### src/rtl/pixel_config_pkg.sv
// Shared states, default widths and accumulator sizing
// for the pixel-config packer.
package pixel_config_pkg;

  localparam int IN_W_DEF  = 32;
  localparam int OUT_W_DEF = 15;
  localparam int PIX_W_DEF = 16;

  typedef enum logic [5:0] {
    S_IDLE  = 6'b000001,
    S_CHECK = 6'b000010,
    S_READ  = 6'b000100,
    S_LOAD  = 6'b001000,
    S_EMIT  = 6'b010000,
    S_DONE  = 6'b100000
  } state_t;

  function automatic int acc_width(input int iw, input int ow);
    return iw + ow - 1;
  endfunction

  function automatic int cnt_width(input int n);
    return $clog2(n + 1);
  endfunction

endpackage

### src/rtl/pixel_config_packer_if.sv
// FIFO-side bundle of the packer: input FIFO read port
// and pixel-config FIFO write port.
interface pixel_config_packer_if
  import pixel_config_pkg::*;
#(
  parameter int IN_WIDTH  = IN_W_DEF,
  parameter int OUT_WIDTH = OUT_W_DEF
);
  logic [IN_WIDTH-1:0]  din;
  logic                 in_empty;
  logic                 in_rd_en;
  logic [OUT_WIDTH-1:0] dout;
  logic                 out_full;
  logic                 out_wr_en;

  modport master (
    input  din, in_empty, out_full,
    output in_rd_en, dout, out_wr_en
  );

  modport slave (
    output din, in_empty, out_full,
    input  in_rd_en, dout, out_wr_en
  );
endinterface

### src/rtl/pixel_config_gearbox.sv
// Bit accumulator: appends input words LSB-first and
// peels off output words from the bottom.
module pixel_config_gearbox
  import pixel_config_pkg::*;
#(
  parameter int IN_WIDTH  = IN_W_DEF,
  parameter int OUT_WIDTH = OUT_W_DEF
) (
  input  logic                 clk,
  input  logic                 rst_n,
  input  logic                 load,
  input  logic                 emit,
  input  logic                 clr,
  input  logic [IN_WIDTH-1:0]  din,
  output logic [OUT_WIDTH-1:0] word,
  output logic                 have_word
);
  localparam int ACC_W = acc_width(IN_WIDTH, OUT_WIDTH);
  localparam int NB_W  = cnt_width(ACC_W);

  logic [ACC_W-1:0] acc;
  logic [NB_W-1:0]  nbits;

  // Append on load, consume on emit, drop residue on clear
  always_ff @(posedge clk or negedge rst_n) begin
    if (!rst_n) begin
      acc   <= '0;
      nbits <= '0;
    end else if (clr) begin
      acc   <= '0;
      nbits <= '0;
    end else if (load) begin
      acc   <= acc | (ACC_W'(din) << nbits);
      nbits <= nbits + NB_W'(IN_WIDTH);
    end else if (emit) begin
      acc   <= acc >> OUT_WIDTH;
      nbits <= nbits - NB_W'(OUT_WIDTH);
    end
  end

  assign word      = acc[OUT_WIDTH-1:0];
  assign have_word = nbits >= NB_W'(OUT_WIDTH);

endmodule

### src/rtl/pixel_config_packer.sv
// Re-slices the control FIFO bitstream into pixel words.
// Optional WORD_CNT output: define PIXEL_PACKER_WORDCNT_EN.
module pixel_config_packer
  import pixel_config_pkg::*;
#(
  parameter int IN_WIDTH      = IN_W_DEF,
  parameter int OUT_WIDTH     = OUT_W_DEF,
  parameter int PIX_CNT_WIDTH = PIX_W_DEF
) (
  input  logic                     clk_in,
  input  logic                     reset_n,
  input  logic                     start,
  input  logic                     abort,
  input  logic [PIX_CNT_WIDTH-1:0] n_pixel,
  pixel_config_packer_if.master    bus,
  output logic                     busy,
  output logic                     done
`ifdef PIXEL_PACKER_WORDCNT_EN
  ,
  output logic [PIX_CNT_WIDTH-1:0] word_cnt
`endif
);

  state_t                   state, nxt;
  logic [PIX_CNT_WIDTH-1:0] remaining;
  logic                     load, emit, clr, latch;
  logic [OUT_WIDTH-1:0]     word;
  logic                     have_word;

  pixel_config_gearbox #(
    .IN_WIDTH  (IN_WIDTH),
    .OUT_WIDTH (OUT_WIDTH)
  ) u_gearbox (
    .clk       (clk_in),
    .rst_n     (reset_n),
    .load      (load),
    .emit      (emit),
    .clr       (clr),
    .din       (bus.din),
    .word      (word),
    .have_word (have_word)
  );

  // Next-state and datapath controls; abort wins
  always_comb begin
    nxt   = state;
    load  = 1'b0;
    emit  = 1'b0;
    clr   = 1'b0;
    latch = 1'b0;
    if (abort) begin
      nxt = S_IDLE;
      clr = 1'b1;
    end else begin
      unique case (state)
        S_IDLE: if (start) begin
          if (n_pixel != '0) begin
            latch = 1'b1;
            nxt   = S_CHECK;
          end else begin
            nxt = S_DONE;
          end
        end
        S_CHECK: begin
          if (remaining == '0)   nxt = S_DONE;
          else if (have_word)    nxt = S_EMIT;
          else if (!bus.in_empty) nxt = S_READ;
        end
        S_READ: nxt = S_LOAD;
        S_LOAD: begin
          load = 1'b1;
          nxt  = S_CHECK;
        end
        S_EMIT: if (!bus.out_full) begin
          emit = 1'b1;
          nxt  = S_CHECK;
        end
        S_DONE: begin
          clr = 1'b1;
          nxt = S_IDLE;
        end
        default: nxt = S_IDLE;
      endcase
    end
  end

  // State register and pixel countdown
  always_ff @(posedge clk_in or negedge reset_n) begin
    if (!reset_n) begin
      state     <= S_IDLE;
      remaining <= '0;
    end else begin
      state <= nxt;
      if (latch)
        remaining <= n_pixel;
      else if (emit)
        remaining <= remaining - PIX_CNT_WIDTH'(1);
    end
  end

  // Registered strobes and status derived from next state
  always_ff @(posedge clk_in or negedge reset_n) begin
    if (!reset_n) begin
      busy          <= 1'b0;
      done          <= 1'b0;
      bus.in_rd_en  <= 1'b0;
      bus.out_wr_en <= 1'b0;
      bus.dout      <= '0;
    end else begin
      busy          <= nxt != S_IDLE;
      done          <= nxt == S_DONE;
      bus.in_rd_en  <= nxt == S_READ;
      bus.out_wr_en <= emit;
      if (emit)
        bus.dout <= word;
    end
  end

`ifdef PIXEL_PACKER_WORDCNT_EN
  // Saturating lifetime count of words written
  always_ff @(posedge clk_in or negedge reset_n) begin
    if (!reset_n)
      word_cnt <= '0;
    else if (emit && word_cnt != '1)
      word_cnt <= word_cnt + PIX_CNT_WIDTH'(1);
  end
`endif

endmodule

### src/flat_wrapper.sv
// flat-port wrapper written by rule: the top's interface ports become plain ports
module pixel_config_packer_flat import pixel_config_pkg::*;
#(
  parameter int IN_WIDTH      = IN_W_DEF,
  parameter int OUT_WIDTH     = OUT_W_DEF,
  parameter int PIX_CNT_WIDTH = PIX_W_DEF
)
  (clk_in, reset_n, start, abort, n_pixel, busy, done, bus_din, bus_in_empty, bus_out_full, bus_in_rd_en, bus_dout, bus_out_wr_en);
  pixel_config_packer_if #(.IN_WIDTH(IN_WIDTH), .OUT_WIDTH(OUT_WIDTH)) bus_i ();
  input  logic clk_in;
  input  logic reset_n;
  input  logic start;
  input  logic abort;
  input  logic [PIX_CNT_WIDTH-1:0] n_pixel;
  output logic busy;
  output logic done;
  input wire logic [$bits(bus_i.din)-1:0] bus_din;
  input wire logic [$bits(bus_i.in_empty)-1:0] bus_in_empty;
  input wire logic [$bits(bus_i.out_full)-1:0] bus_out_full;
  output wire logic [$bits(bus_i.in_rd_en)-1:0] bus_in_rd_en;
  output wire logic [$bits(bus_i.dout)-1:0] bus_dout;
  output wire logic [$bits(bus_i.out_wr_en)-1:0] bus_out_wr_en;
  assign bus_i.din = bus_din;
  assign bus_i.in_empty = bus_in_empty;
  assign bus_i.out_full = bus_out_full;
  assign bus_in_rd_en = bus_i.in_rd_en;
  assign bus_dout = bus_i.dout;
  assign bus_out_wr_en = bus_i.out_wr_en;
  pixel_config_packer #(.IN_WIDTH(IN_WIDTH), .OUT_WIDTH(OUT_WIDTH), .PIX_CNT_WIDTH(PIX_CNT_WIDTH)) u_core (.clk_in(clk_in), .reset_n(reset_n), .start(start), .abort(abort), .n_pixel(n_pixel), .bus(bus_i), .busy(busy), .done(done));
endmodule
### config.mk
export PLATFORM = sky130hd
export DESIGN_NAME = pixel_config_packer_flat
export DESIGN_NICKNAME = d
export VERILOG_FILES = /design/src/rtl/pixel_config_pkg.sv /design/src/rtl/pixel_config_packer_if.sv /design/src/rtl/pixel_config_gearbox.sv /design/src/rtl/pixel_config_packer.sv /design/src/flat_wrapper.sv
export SDC_FILE = /design/constraint.sdc
export NUM_CORES = 1
export LEC_CHECK = 0
export CORE_MARGIN = 2
export CORE_UTILIZATION = 52
export DETAILED_ROUTE_END_ITERATION = 6
export PLACE_DENSITY = 0.89
export SYNTH_ARGS = -nofsm -noshare
export SYNTH_HDL_FRONTEND = slang
export SYNTH_HIERARCHICAL = 1
export SYNTH_SLANG_ARGS = --single-unit
### constraint.sdc
create_clock -name clk_in -period 2.84 [get_ports clk_in]
set_clock_uncertainty 0.1 [all_clocks]
set_input_delay 0.426 -clock clk_in [delete_from_list [all_inputs] [get_ports clk_in]]
set_output_delay 0.426 -clock clk_in [all_outputs]
set_load 0.05 [all_outputs]
==> impl_metrics.env <==
export IMPL_final_antenna_net_count=0
export IMPL_maxSlewViolCount=0
export IMPL_setup_viol=0
export IMPL_synth_top_family_by_area="multiplexers"
export IMPL_outcome="completed"
export IMPL_finalNetCount=841
export IMPL_relSlewSlack=0.413
export IMPL_core_sq_um=12700
export IMPL_busiest_layer="met2"
export IMPL_synth_seq_cells=93
export IMPL_routabilityCongestion=1.04
export IMPL_use_met3=0.0647
export IMPL_num_vias=6335
export IMPL_drive_gt1_frac=0.181
export IMPL_die_h_microns=119
export IMPL_io_buffers=72
export IMPL_area_growth_pct=18.4
export IMPL_synth_area_sq_um=6860
export IMPL_cp_required_ns=2.97
export IMPL_drcViolationCount=0
export IMPL_power_total_mw=3.24
export IMPL_grt_use_met2=0.470
export IMPL_cts_hold_buf=0
export IMPL_initial_core_util=0.539
export IMPL_cts_num_sinks=93
export IMPL_postCtsSetupBuffers=0
export IMPL_synthAdderAreaFrac=0.00548
export IMPL_rows=41
export IMPL_synth_xor_area_frac=0.00894
export IMPL_end_kind="flop"
export IMPL_synth_compound_gate_area_share=0.184
export IMPL_die_area_sq_um=14100
export IMPL_power_density_nw_per_um2=399
export IMPL_clkTransAtPathRegs_ns=0.07
export IMPL_finalNonFillerCells=961
export IMPL_dp_cells=945
export IMPL_cts_tree="built"
export IMPL_grt_overflow=0
export IMPL_synth_nets=783
export IMPL_worstHoldPathType="input port to asynchronous set/reset pin"
export IMPL_dr_first_iter_drc_count=764
export IMPL_grtUsageMet1=0.367
export IMPL_cts_made_buffers=9
export IMPL_synth_area_per_cell_sq_um=9.44
export IMPL_synthArstFlopShare=1.00
export IMPL_diodes=0
export IMPL_stdcell_area_sq_um=8120
export IMPL_synth_distinct_cells=76
export IMPL_seqCellArea_sq_um=2330
export IMPL_nFillCells=1066
export IMPL_synth_edf_count=0
export IMPL_synth_flop_cell="dfrtp_1"
export IMPL_ir_drop_v=0.000301
export IMPL_max_cap_violations=0
export IMPL_clkLatencyLatePin_ns=0.35
export IMPL_routed_via_density=6.59
export IMPL_grt_pass1_wl_microns=32400
export IMPL_cts_root_buf="clkbuf_16"
export IMPL_rsz0062_at_grt="no"
export IMPL_layout_min_cycle_time_ns=2.66
export IMPL_grt_pass1_vias=6192
export IMPL_post_drt_wl_per_cell_microns=20.7
export IMPL_cts_buffer_depth=2
export IMPL_dpl_hpwl_microns=14500
export IMPL_drt_first_pass_iters=5
export IMPL_dpl_cell_area_sq_um=7820
export IMPL_ios=73
export IMPL_clock_fmax_ghz=0.376
export IMPL_cts_max_level=3
export IMPL_grt_max_degree=55
export IMPL_crit_type="flop to flop"
export IMPL_tightest_slew_ns=0.878
export IMPL_synthMuxAreaShare=0.206
export IMPL_min_period_over_period=0.936
export IMPL_routed_wl_microns=19900
export IMPL_cp_arrival_ns=2.79
export IMPL_synth_simple_gate_area_share=0.196
export IMPL_worstPathMaxFanout=16
export IMPL_syn_inst=726
export IMPL_cts_resized=0
export IMPL_total_leakage_power_nw=3.17
export IMPL_hold_viol=0
export IMPL_multiInputGateArea_sq_um=4140
export IMPL_antenna_found_initial=0
export IMPL_fin_setup_tns_ns=0
export IMPL_yosysSeqAreaShare=0.340
export IMPL_dieWidth_microns=119
export IMPL_gr_usage_all_layers=0.288
export IMPL_worstSetupStartpointType="flop"
export IMPL_ys_warn_count=6
-- state kept, by name, indices dropped and copies added (netlist names) --
| register | count |
|---|---|
| u_core/bus.dout | 15 |
| u_core/bus.in_rd_en | 1 |
| u_core/bus.out_wr_en | 1 |
| u_core/busy | 1 |
| u_core/done | 1 |
| u_core/remaining | 16 |
| u_core/state | 6 |
| u_core/u_gearbox/acc | 46 |
| u_core/u_gearbox/nbits | 6 |
-- layout by cell type, fill, tap and decap left out, types with 9 or more instances in the layout --
cell             Yosys  routed
nor2b_1             18      18
or2_2                9       9
nor4_1              12      11
nand3_1             20      20
clkdlybuf4s50_1      0      71
nand2b_1            16      16
nor2_1              54      54
mux2_2              30      30
buf_4               16      42
inv_1                9       9
o211ai_1            10      10
clkbuf_16            0       9
dfrtp_1             92      91
nand2_1             82      82
nor3_1              14      14
mux4_2              27      27
nand4_1             10      10
a211oi_1            32      32
o21ai_0             14      13
mux2i_1             39      39
a21oi_1             42      42
-- routing by layer --
metal | part of all wire | vias up | routed length (microns)
li1 | - | 2867 | -
met2 | 0.47 | 351 | 9400
met4 | 0.042 | 0 | 826
met1 | 0.40 | 3050 | 7980
met3 | 0.084 | 67 | 1660
met5 | 0 | - | 0
-- logic make-up (layout without fill, tap and decap cells) --
family / after synthesis / in the layout
compound gates: 174 / 174
xor+xnor: 7 / 7
fa+ha+maj: 3 / 3
buf+inv: 82 / 145
flops: 93 / 93
mux: 100 / 100
simple gates: 267 / 267
-- final timing paths --
| check | from | end | slack [ns] | cells past startpoint |
|---|---|---|---|---|
| max in group asynchronous | reset_n | u_core/remaining[1] | 1.91 | 2 |
| min in group clk_in | u_core/bus.dout[0] | u_core/bus.dout[0] | 0.38 | 2 |
| setup / recovery | u_core/u_gearbox/nbits[0] | u_core/u_gearbox/acc[35] | 0.18 | 6 |
| hold / removal | reset_n | u_core/busy | 0.03 | 1 |
| hold reg to reg | u_core/bus.dout[0] | u_core/bus.dout[0] | 0.38 | 2 |
| setup reg to reg | u_core/u_gearbox/nbits[0] | u_core/u_gearbox/acc[35] | 0.18 | 6 |
-- synth_stat cells, drive strengths merged, types with 4 or more instances --
cell	number	area share
dfrtp	92	0.34
nand2	82	0.045
nor2	55	0.030
a21oi	42	0.031
mux2i	40	0.060
buf	36	0.035
clkbuf	33	0.018
a211oi	32	0.035
mux2	32	0.054
mux4	28	0.093
nand3	20	0.015
nor2b	18	0.016
nand2b	16	0.015
nor3	15	0.012
o21ai	14	0.010
nor4	13	0.013
inv	10	0.0055
nand4	10	0.0091
o211ai	10	0.011
or2	9	0.0082
a221oi	8	0.010
or3	8	0.0073
o221ai	7	0.0089
a221o	6	0.0088
a22oi	6	0.0066
nand3b	6	0.0066
o22ai	5	0.0046
a211o	4	0.0051
o31a	4	0.0051
or4	4	0.0049
xnor2	4	0.0051
-- area by class of cell --
type	count	share of cell area
repair buffers	116	0.134
well taps	172	0.0265
clock inverters	5	0.00740
flip-flops and latches	93	0.287
inverters	13	0.00601
multi-input cells	551	0.511
clock buffers	11	0.0287
-- worst max-delay path, stage by stage (launching register included) --
cell and delay (ns):
dfrtp_2 0.50, buf_4 0.31, mux4_2 0.56, mux2_2 0.34, mux2i_1 0.28, o22ai_1 0.17, a221o_1 0.28
-- report_power, final --
part | total, mW | switching (mW) | leakage [nW] | internal (mW)
combinational | 0.546 | 0.288 | 1.77 | 0.258
clock | 1.22 | 0.533 | 0.140 | 0.687
sequential | 1.48 | 0.0854 | 1.26 | 1.39
total | 3.24 | 0.906 | 3.17 | 2.34
-- through the flow --
stage	hold slack, ns	utilization	worst slack (ns)
after floorplan	0.0304	-	0.0616
after global placement	0.360	0.615	0.119
after detailed placement	0.366	0.615	0.0399
after CTS	0.0615	0.638	0.216
after global routing	0.0706	0.638	0.106
final	0.0285	0.638	0.182
Note: power is estimated with default switching activity, not from simulation.
